**config.mk**
```make
export PLATFORM = sky130hd
export DESIGN_NAME = mrd_stage_sequencer
export DESIGN_NICKNAME = d
export VERILOG_FILES = /design/src/rtl/mrd_stage_sequencer.sv
export SDC_FILE = /design/constraint.sdc
export NUM_CORES = 1
export LEC_CHECK = 0
export BUFFER_PORTS_ARGS = -buffer_cell sky130_fd_sc_hd__buf_4
export CELL_PAD_IN_SITES_DETAIL_PLACEMENT = 0
export CELL_PAD_IN_SITES_GLOBAL_PLACEMENT = 1
export CORE_MARGIN = 2
export CORE_UTILIZATION = 39
export CTS_CLUSTER_DIAMETER = 100
export CTS_CLUSTER_SIZE = 28
export DETAILED_ROUTE_END_ITERATION = 8
export PLACE_DENSITY = 0.81
export SYNTH_ARGS = -nofsm -noshare
export SYNTH_HDL_FRONTEND = slang
export SYNTH_SLANG_ARGS = --single-unit
```
**constraint.sdc**
```tcl
create_clock -name clk -period 2.8 [get_ports clk]
set_input_delay 0.42 -clock clk [delete_from_list [all_inputs] [get_ports clk]]
set_output_delay 0.42 -clock clk [all_outputs]
set_load 0.02 [all_outputs]
```
**src/rtl/mrd_stage_sequencer.sv**
```systemverilog
// Frame sequencer for the mixed-radix DFT memory engine: walks one frame
// through sink, one read/write pass per factor stage, and source.
module mrd_stage_sequencer #(
  parameter int WAIT_RD_CYC = 4,
  parameter int MAX_NF      = 6
) (
  input  logic       clk,
  input  logic       rst_n,
  input  logic       clr,
  input  logic       sink_valid,
  input  logic       sink_sop,
  input  logic       sink_eop,
  input  logic [2:0] num_of_factors,
  input  logic       rd_end,
  input  logic       wr_end,
  input  logic       source_end,
  output logic [2:0] fsm,
  output logic [2:0] fsm_r,
  output logic [2:0] cnt_stage,
  output logic [2:0] nf_lat,
  output logic       sink_ready,
  output logic       stage_start,
  output logic       frame_done,
  output logic       cfg_err
);

  typedef enum logic [2:0] {
    ST_IDLE    = 3'd0,
    ST_SINK    = 3'd1,
    ST_WAIT_RD = 3'd2,
    ST_RD      = 3'd3,
    ST_WAIT_WR = 3'd4,
    ST_SOURCE  = 3'd5
  } state_t;

  localparam logic [3:0] WAIT_LOAD = 4'(WAIT_RD_CYC - 1);
  localparam logic [2:0] NF_MAX    = 3'(MAX_NF);

  state_t     r_fsm, w_fsm_next;
  logic [2:0] r_fsm_r;
  logic [2:0] r_cnt_stage, w_cnt_next;
  logic [2:0] r_nf_lat, w_nf_next;
  logic [3:0] r_wait_cnt, w_wait_next;
  logic       r_wr_pend, w_wr_pend_next;
  logic       r_stage_start, w_stage_start_next;
  logic       r_frame_done, w_frame_done_next;
  logic       r_cfg_err, w_cfg_err_next;
  logic       w_sop, w_nf_ok, w_last_stage;

  assign w_sop        = sink_valid && sink_sop;
  assign w_nf_ok      = (num_of_factors != 3'd0) && (num_of_factors <= NF_MAX);
  assign w_last_stage = (r_cnt_stage == (r_nf_lat - 3'd1));

  always_comb begin
    w_fsm_next        = r_fsm;
    w_cnt_next        = r_cnt_stage;
    w_nf_next         = r_nf_lat;
    w_wait_next       = r_wait_cnt;
    w_wr_pend_next    = r_wr_pend;
    w_frame_done_next = 1'b0;
    w_cfg_err_next    = 1'b0;
    if (clr) begin
      w_fsm_next     = ST_IDLE;
      w_cnt_next     = 3'd0;
      w_wait_next    = 4'd0;
      w_wr_pend_next = 1'b0;
    end else begin
      case (r_fsm)
        ST_IDLE: begin
          if (w_sop) begin
            if (w_nf_ok) begin
              w_nf_next  = num_of_factors;
              w_cnt_next = 3'd0;
              // A single-sample frame skips Sink entirely.
              if (sink_eop) begin
                w_fsm_next  = ST_WAIT_RD;
                w_wait_next = WAIT_LOAD;
              end else begin
                w_fsm_next = ST_SINK;
              end
            end else begin
              w_cfg_err_next = 1'b1;
            end
          end
        end
        ST_SINK: begin
          if (sink_valid && sink_eop) begin
            w_fsm_next  = ST_WAIT_RD;
            w_wait_next = WAIT_LOAD;
          end
        end
        ST_WAIT_RD: begin
          if (r_wait_cnt == 4'd0) begin
            w_fsm_next = ST_RD;
          end else begin
            w_wait_next = r_wait_cnt - 4'd1;
          end
        end
        ST_RD: begin
          // Write-back may finish before or with the read; remember it.
          if (wr_end) w_wr_pend_next = 1'b1;
          if (rd_end) w_fsm_next = ST_WAIT_WR;
        end
        ST_WAIT_WR: begin
          if (wr_end || r_wr_pend) begin
            w_wr_pend_next = 1'b0;
            if (w_last_stage) begin
              w_fsm_next = ST_SOURCE;
            end else begin
              w_cnt_next  = r_cnt_stage + 3'd1;
              w_wait_next = WAIT_LOAD;
              w_fsm_next  = ST_WAIT_RD;
            end
          end
        end
        ST_SOURCE: begin
          if (source_end) begin
            w_fsm_next        = ST_IDLE;
            w_cnt_next        = 3'd0;
            w_frame_done_next = 1'b1;
          end
        end
        default: w_fsm_next = ST_IDLE;
      endcase
    end
    w_stage_start_next = (w_fsm_next == ST_RD) && (r_fsm != ST_RD);
  end

  always_ff @(posedge clk or negedge rst_n) begin
    if (!rst_n) begin
      r_fsm         <= ST_IDLE;
      r_fsm_r       <= 3'd0;
      r_cnt_stage   <= 3'd0;
      r_nf_lat      <= 3'd1;
      r_wait_cnt    <= 4'd0;
      r_wr_pend     <= 1'b0;
      r_stage_start <= 1'b0;
      r_frame_done  <= 1'b0;
      r_cfg_err     <= 1'b0;
    end else begin
      r_fsm         <= w_fsm_next;
      r_fsm_r       <= r_fsm;
      r_cnt_stage   <= w_cnt_next;
      r_nf_lat      <= w_nf_next;
      r_wait_cnt    <= w_wait_next;
      r_wr_pend     <= w_wr_pend_next;
      r_stage_start <= w_stage_start_next;
      r_frame_done  <= w_frame_done_next;
      r_cfg_err     <= w_cfg_err_next;
    end
  end

  assign fsm         = r_fsm;
  assign fsm_r       = r_fsm_r;
  assign cnt_stage   = r_cnt_stage;
  assign nf_lat      = r_nf_lat;
  assign stage_start = r_stage_start;
  assign frame_done  = r_frame_done;
  assign cfg_err     = r_cfg_err;
  assign sink_ready  = ((r_fsm == ST_IDLE) || (r_fsm == ST_SINK)) && !clr;

endmodule

```
==> results of run 1 <==
[layer usage]
layer	share of wire, %	global-route usage (%)	up-vias	wire length, um
met5	0	0	-	0
met4	1.6	7.79	0	46
met3	4.4	4.15	5	126
met2	50	29.2	34	1440
met1	44	23.0	526	1270
li1	-	-	526	-
[logic make-up after synthesis]
group	Yosys count	synth area share [%]
DFF	20	41.9
adders and majority gates	4	4.18
buffers and inverters	15	4.71
xor gates and xnor gates	3	3.45
AOI/OAI and AO/OA	34	22.3
and+or+nand+nor	45	19.7
muxes	4	3.77
[Yosys cell counts, types with 2 or more instances]
library cell,instances
nor4_1,2
a22oi_1,2
nand2_1,10
a31oi_1,5
xnor2_1,2
clkbuf_1,5
nor2_1,10
mux2_2,4
dfrtp_1,19
ha_1,4
nor3_1,4
inv_1,10
o21ai_0,6
nor4b_1,2
nand3b_1,3
nor2b_1,2
or3_1,2
a21oi_1,5
nand3_1,4
[layout make-up]
class                           count  area [um2]
Clock buffer                        3        22.5
Clock inverter                      1        30.0
Fill cell                         267        1470
Inverter                           10        37.5
Multi-Input combinational cell     90         638
Sequential cell                    20         502
Tap cell                           33        41.3
Timing Repair Buffer               31         235
[cell usage in the layout (no fill, tap or decap), types with 4 or more instances in the layout]
cell type,Yosys,layout
buf_4,0,30
dfrtp_1,19,19
inv_1,10,10
nor2_1,10,10
nand2_1,10,10
o21ai_0,6,6
a31oi_1,5,5
a21oi_1,5,5
nand3_1,4,4
nor3_1,4,4
mux2_2,4,4
ha_1,4,4
[stage by stage]
step | setup WS (ns) | cells | power [W]
finish | 0.542 | 188 | 0.000831
global route | 0.409 | 188 | 0.000873
CTS | 0.532 | 188 | 0.000834
detailed placement | 0.554 | 183 | 0.000592
global placement | 0.589 | 183 | 0.000587
floorplan | 0.591 | 125 | 0.000507
[path summary, 6_finish.rpt]
path	from	endpoint	slack [ns]	cells past startpoint
min	num_of_factors[1]	nf_lat[1]	0.36	2
max in group asynchronous	rst_n	nf_lat[0]	2.03	2
max	nf_lat[0]	r_wait_cnt[0]	0.54	7
max reg2reg	nf_lat[0]	r_wait_cnt[0]	0.54	7
min in group asynchronous	rst_n	cnt_stage[2]	0.50	2
min reg2reg	cnt_stage[2]	cnt_stage[2]	0.56	1
[worst max-delay path: cells and delay by family, from the launching register on]
kind	cells	cell delay, ns
AO/OA/AOI/OAI	3	0.95
AND/OR/NAND/NOR	1	0.17
XOR/XNOR	1	0.21
adder cells (fa/ha/maj)	1	0.19
flip-flops	1	0.58
buffers and inverters	1	0.05
[registers in the layout, indices dropped and copies added (netlist names)]
name	count
fsm_r	3
r_wr_pend	1
frame_done	1
cfg_err	1
cnt_stage	3
nf_lat	3
fsm	3
stage_start	1
r_wait_cnt	4
[power by group through the flow]
stage	combinational [W]	sequential, W	clock [W]
after floorplan	0.000143	0.000364	0
after global placement	0.000243	0.000344	0
after detailed placement	0.000247	0.000345	0
after CTS	0.000249	0.000339	0.000246
after global routing	0.000273	0.000343	0.000257
final	0.000247	0.000339	0.000244
[timing repair]
action	in CTS	in global routing
hold buffers	1	0
setup buffers	0	0
hold endpoints to repair	19	0
==> results.py, run 1 <==
metrics = {
    "status": {
        "status": "completed",
    },
    "clock_tree": {
        "cts_buffer_depth": 2,
        "numClockSinks": 20,
        "cts_root_buf": "clkbuf_4",
        "post_cts_resized": 0,
        "clkTransAtPathRegs_ns": 0.12,
        "cts_buffers": 3,
        "htree_levels": 1,
        "cts_tree": "built",
        "clk_latency_ns": 0.32,
    },
    "critical_path": {
        "cp.arrival_ns": 2.47,
        "cp.required_ns": 3.01,
        "critPathKind": "register to register",
        "cpPeakStageDelay_ns": 0.58,
        "crit_path_max_fanout": 7,
        "startpoint_type": "register",
        "slowest_stage": "dfstp_2",
        "crit_chain": "inv_1 > ha_1 > xor3_1 > o32a_4 > a2111oi_4 > or4_1 > o31ai_1",
        "endpoint_kind": "register",
    },
    "synth": {
        "yosysTopAreaCellShare_pct": 39.7,
        "syn_area_per_cell_um2": 9.57,
        "yosysWarnings": 0,
        "synth_cell_types": 43,
        "yosys.area.top_type": "dfrtp_1",
        "synth_area_um2": 1200,
        "syn_nets": 141,
        "async_flop_share_pct": 100,
        "postSynthCellCount": 125,
        "ys_seq_area_share_pct": 41.9,
        "synth-edff-count": 0,
        "synth-seq-cells": 20,
        "synth_flop_cell": "dfrtp_1",
        "netlist_top_cells_area": "dfrtp_1 (40%), ha_1 (4.2%), mux2_2 (3.8%), inv_1 (3.1%), nand2_1 (3.1%)",
    },
    "routing": {
        "drc": 0,
        "viasPerCell": 5.80,
        "drt-pass1-iter-count": 4,
        "num_vias": 1091,
        "drtIter0Drc": 43,
        "antenna_left": 0,
        "routed_wl_um": 2880,
        "wl_per_cell_um": 15.3,
    },
    "min_path": {
        "min_path_type": "input pin to register",
    },
    "pwr": {
        "ir_drop_mv": 0.188,
        "sw_frac_of_total_pct": 30.9,
        "internal-power_w": 0.000574,
        "switchingPower_w": 0.000257,
        "pwr-share-clk_pct": 29.4,
        "power_frac_seq_pct": 40.8,
        "p_comb_share_pct": 29.8,
        "leakagePower_nw": 0.720,
        "p_per_area_nw_per_um2": 551,
    },
    "final_layout": {
        "stdcell_area_um2": 1510,
        "syn_to_final_growth_pct": 25.9,
        "antenna_cells": 0,
        "final_nets": 172,
        "layout-drive-gt1-share_pct": 27.1,
        "final_util_pct": 50.6,
    },
    "die": {
        "core-area_um2": 2980,
        "die_area_um2": 3530,
        "die_width_um": 59.4,
        "num_rows": 20,
        "dieHeight_um": 59.4,
        "io_pins": 28,
        "start_util_pct": 40.2,
    },
    "placed_design": {
        "place.port_buffers": 27,
        "dp_hpwl_um": 2140,
        "placed_area_um2": 1440,
        "place.gp.congestion": 0.886,
    },
    "sta": {
        "setup_tns_ns": 0,
        "slew_viol_final": 0,
        "finalHoldViolations": 0,
        "period_needed_ns": 2.26,
        "finClkSkew_ns": 0.00477,
        "slew_headroom_pct": 60.6,
        "rsz0062_at_grt": "no",
        "post-route-period-util_pct": 80.6,
        "setup_violations": 0,
        "tightest_slew_ns": 0.582,
        "max_freq_mhz": 443,
        "whs_ns": 0.357,
    },
    "global_route": {
        "grt_pass1_wl_um": 4740,
        "overflow": 0,
        "antenna_found_initial": 0,
        "grt_pass1_vias": 1034,
        "grt_max_degree": 21,
        "track_usage_pct": 18.1,
    },
    "run": {
        "drv_cap": 0,
    },
}
Power figures use the tool's default switching activity.
==> run 2: changes to the inputs <==
--- a/config.mk
+++ b/config.mk
@@ -9,11 +9,11 @@
 export CELL_PAD_IN_SITES_DETAIL_PLACEMENT = 0
 export CELL_PAD_IN_SITES_GLOBAL_PLACEMENT = 1
 export CORE_MARGIN = 2
-export CORE_UTILIZATION = 39
+export CORE_UTILIZATION = 36
 export CTS_CLUSTER_DIAMETER = 100
 export CTS_CLUSTER_SIZE = 28
 export DETAILED_ROUTE_END_ITERATION = 8
-export PLACE_DENSITY = 0.81
+export PLACE_DENSITY = 0.79
 export SYNTH_ARGS = -nofsm -noshare
 export SYNTH_HDL_FRONTEND = slang
 export SYNTH_SLANG_ARGS = --single-unit
==> constraint.sdc (replaced) <==
create_clock -name clk -period 1.8 [get_ports clk]
set_input_delay 0.27 -clock clk [delete_from_list [all_inputs] [get_ports clk]]
set_output_delay 0.27 -clock clk [all_outputs]
set_load 0.02 [all_outputs]
==> run 2 against run 1 <==
The flow now finishes with violations (setup timing). Clock power is 6% higher. Die area is 7.8% higher. Core utilization is 3.4 points higher. Critical path depth stayed put. Combinational power is 120% higher. Routed wire length is 0.31% higher. Setup slack worse by 0.83 ns. Global-route usage is 1.1 points lower. First-iteration DRC count is 53% higher.
==> results.py, run 2 (same netlist as run 1, synthesis figures left out) <==
metrics = {
    "status": {
        "status": "finished, violations left",
        "violations": "setup timing",
    },
    "routing": {
        "antenna_left": 0,
        "wl_met1_um": 1290,
        "viasPerCell": 5.27,
        "routed_wl_um": 2890,
        "top_layer_used": "met4",
        "num_vias": 1138,
        "wl_per_cell_um": 13.4,
        "drtIter0Drc": 66,
        "met2WireLength_um": 1400,
        "drc": 0,
        "routed-wl-met3_um": 184,
        "drt-pass1-iter-count": 4,
    },
    "clock_tree": {
        "cts_root_buf": "clkbuf_4",
        "clk_latency_ns": 0.29,
        "cts_buffer_depth": 2,
        "cts_buffers": 3,
        "numClockSinks": 20,
        "htree_levels": 1,
        "clkTransAtPathRegs_ns": 0.11,
        "cts_tree": "built",
    },
    "critical_path": {
        "critPathKind": "register to register",
        "cp.required_ns": 1.99,
        "crit_path_max_fanout": 5,
        "cp.arrival_ns": 2.27,
        "endpoint_kind": "register",
        "startpoint_type": "register",
    },
    "sta": {
        "slew_viol_final": 0,
        "slew_headroom_pct": 67.6,
        "fin_ws_ns": -0.288,
        "setup_violations": 10,
        "period_needed_ns": 2.09,
        "finClkSkew_ns": 0.00348,
        "max_freq_mhz": 479,
        "post-route-period-util_pct": 116,
        "finalHoldViolations": 0,
        "tightest_slew_ns": 0.480,
        "rsz0062_at_grt": "yes",
    },
    "die": {
        "num_rows": 20,
        "core-area_um2": 3100,
        "die_width_um": 61.6,
        "start_util_pct": 38.5,
        "die_area_um2": 3800,
        "dieHeight_um": 61.6,
        "io_pins": 28,
    },
    "final_layout": {
        "layout_common_cells": "buf_4 (47), dfrtp_1 (19), nor2_1 (10), nand2_1 (10), inv_1 (9)",
        "syn_to_final_growth_pct": 40.1,
        "filler_cell_count": 297,
        "largest-register": "r_wait_cnt",
        "largest_reg_flops": 4,
        "antenna_cells": 0,
        "register_area_um2": 502,
        "final_nets": 189,
        "mostFrequentLayoutCell": "buf_4",
        "final_util_pct": 54.0,
        "multi_input_area_um2": 682,
        "layout-drive-gt1-share_pct": 37.8,
    },
    "global_route": {
        "track_usage_pct": 17.0,
        "grt_pass1_vias": 1064,
        "antenna_found_initial": 0,
        "overflow": 0,
        "grt_max_degree": 21,
        "grt_pass1_wl_um": 4820,
    },
    "pwr": {
        "finalPower_w": 0.00133,
        "p_per_area_nw_per_um2": 796,
        "power_frac_seq_pct": 39.2,
        "sw_frac_of_total_pct": 31.8,
        "internal-power_w": 0.000910,
        "ir_drop_mv": 0.421,
        "switchingPower_w": 0.000424,
        "p_comb_share_pct": 41.5,
        "leakagePower_nw": 0.806,
        "pwr-share-clk_pct": 19.4,
    },
    "placed_design": {
        "pre_cts_slack_ns": -0.277,
        "dp_hpwl_um": 2210,
        "place.port_buffers": 27,
        "place.gp.congestion": 0.832,
    },
    "min_path": {
        "min_path_type": "input pin to register",
    },
    "run": {
        "drv_cap": 0,
    },
}
==> run 2: power groups by stage <==
stage / Sequential, W / Combinational [W] / Clock, W
floorplan: 0.000568 / 0.000252 / 0
global placement: 0.000528 / 0.000468 / 0
detailed placement: 0.000530 / 0.000478 / 0
CTS: 0.000522 / 0.000498 / 0.000270
global route: 0.000529 / 0.000603 / 0.000291
finish: 0.000522 / 0.000553 / 0.000258
==> run 2: per-stage QoR <==
step           instance area, um2  TNS [ns]  instances  hold WS (ns)
2_1_floorplan                1220     -1.56        125       -0.0256
3_3_place_gp                 1590     -1.45        208         0.166
3_5_place_dp                 1590     -1.78        208         0.168
4_1_cts                      1640     -1.89        214         0.230
5_1_grt                      1680     -2.68        216         0.234
6_report                     1680     -1.91        216         0.239
==> run 2: worst max-delay path, stage by stage, from the launching register on <==
cell	delay (ns)
dfstp_2	0.55
inv_2	0.04
ha_4	0.23
xnor2_4	0.13
o32a_4	0.40
a2111oi_4	0.40
buf_4	0.19
o21ai_2	0.05
==> run 2: area by class of cell <==
type	count	share of cell area (%)
multi-input combinational	90	40.7
sequential	20	29.9
timing repair buffer	48	21.7
tap	44	3.29
inverter	10	2.24
clock buffer	4	2.17
==> run 2: path summary, 6_finish.rpt <==
path | startpoint | end | slack [ns] | cells past startpoint
max | nf_lat[0] | r_wait_cnt[1] | -0.29 | 7
min | num_of_factors[2] | nf_lat[2] | 0.24 | 2
max reg2reg | nf_lat[0] | r_wait_cnt[1] | -0.29 | 7
min reg2reg | r_wait_cnt[2] | r_wait_cnt[2] | 0.55 | 1
max in group asynchronous | rst_n | nf_lat[0] | 1.15 | 2
min in group asynchronous | rst_n | fsm_r[2] | 0.38 | 2
==> run 2: what timing repair did <==
action / CTS / global route
pin swaps: 2 / 3
cloned: 0 / 0
hold buffers: 1 / 0
hold endpoints to repair: 19 / 0
endpoints found under the setup margin: 10 / 10
resized for setup: 0 / 4
setup buffers: 1 / 2
==> run 2: routing by layer <==
metal  vias to the layer above  track usage [%]
li1                        558                -
met1                       531             24.2
met2                        47             26.3
met3                         2             2.73
met4                         0             5.17
met5                         -                0
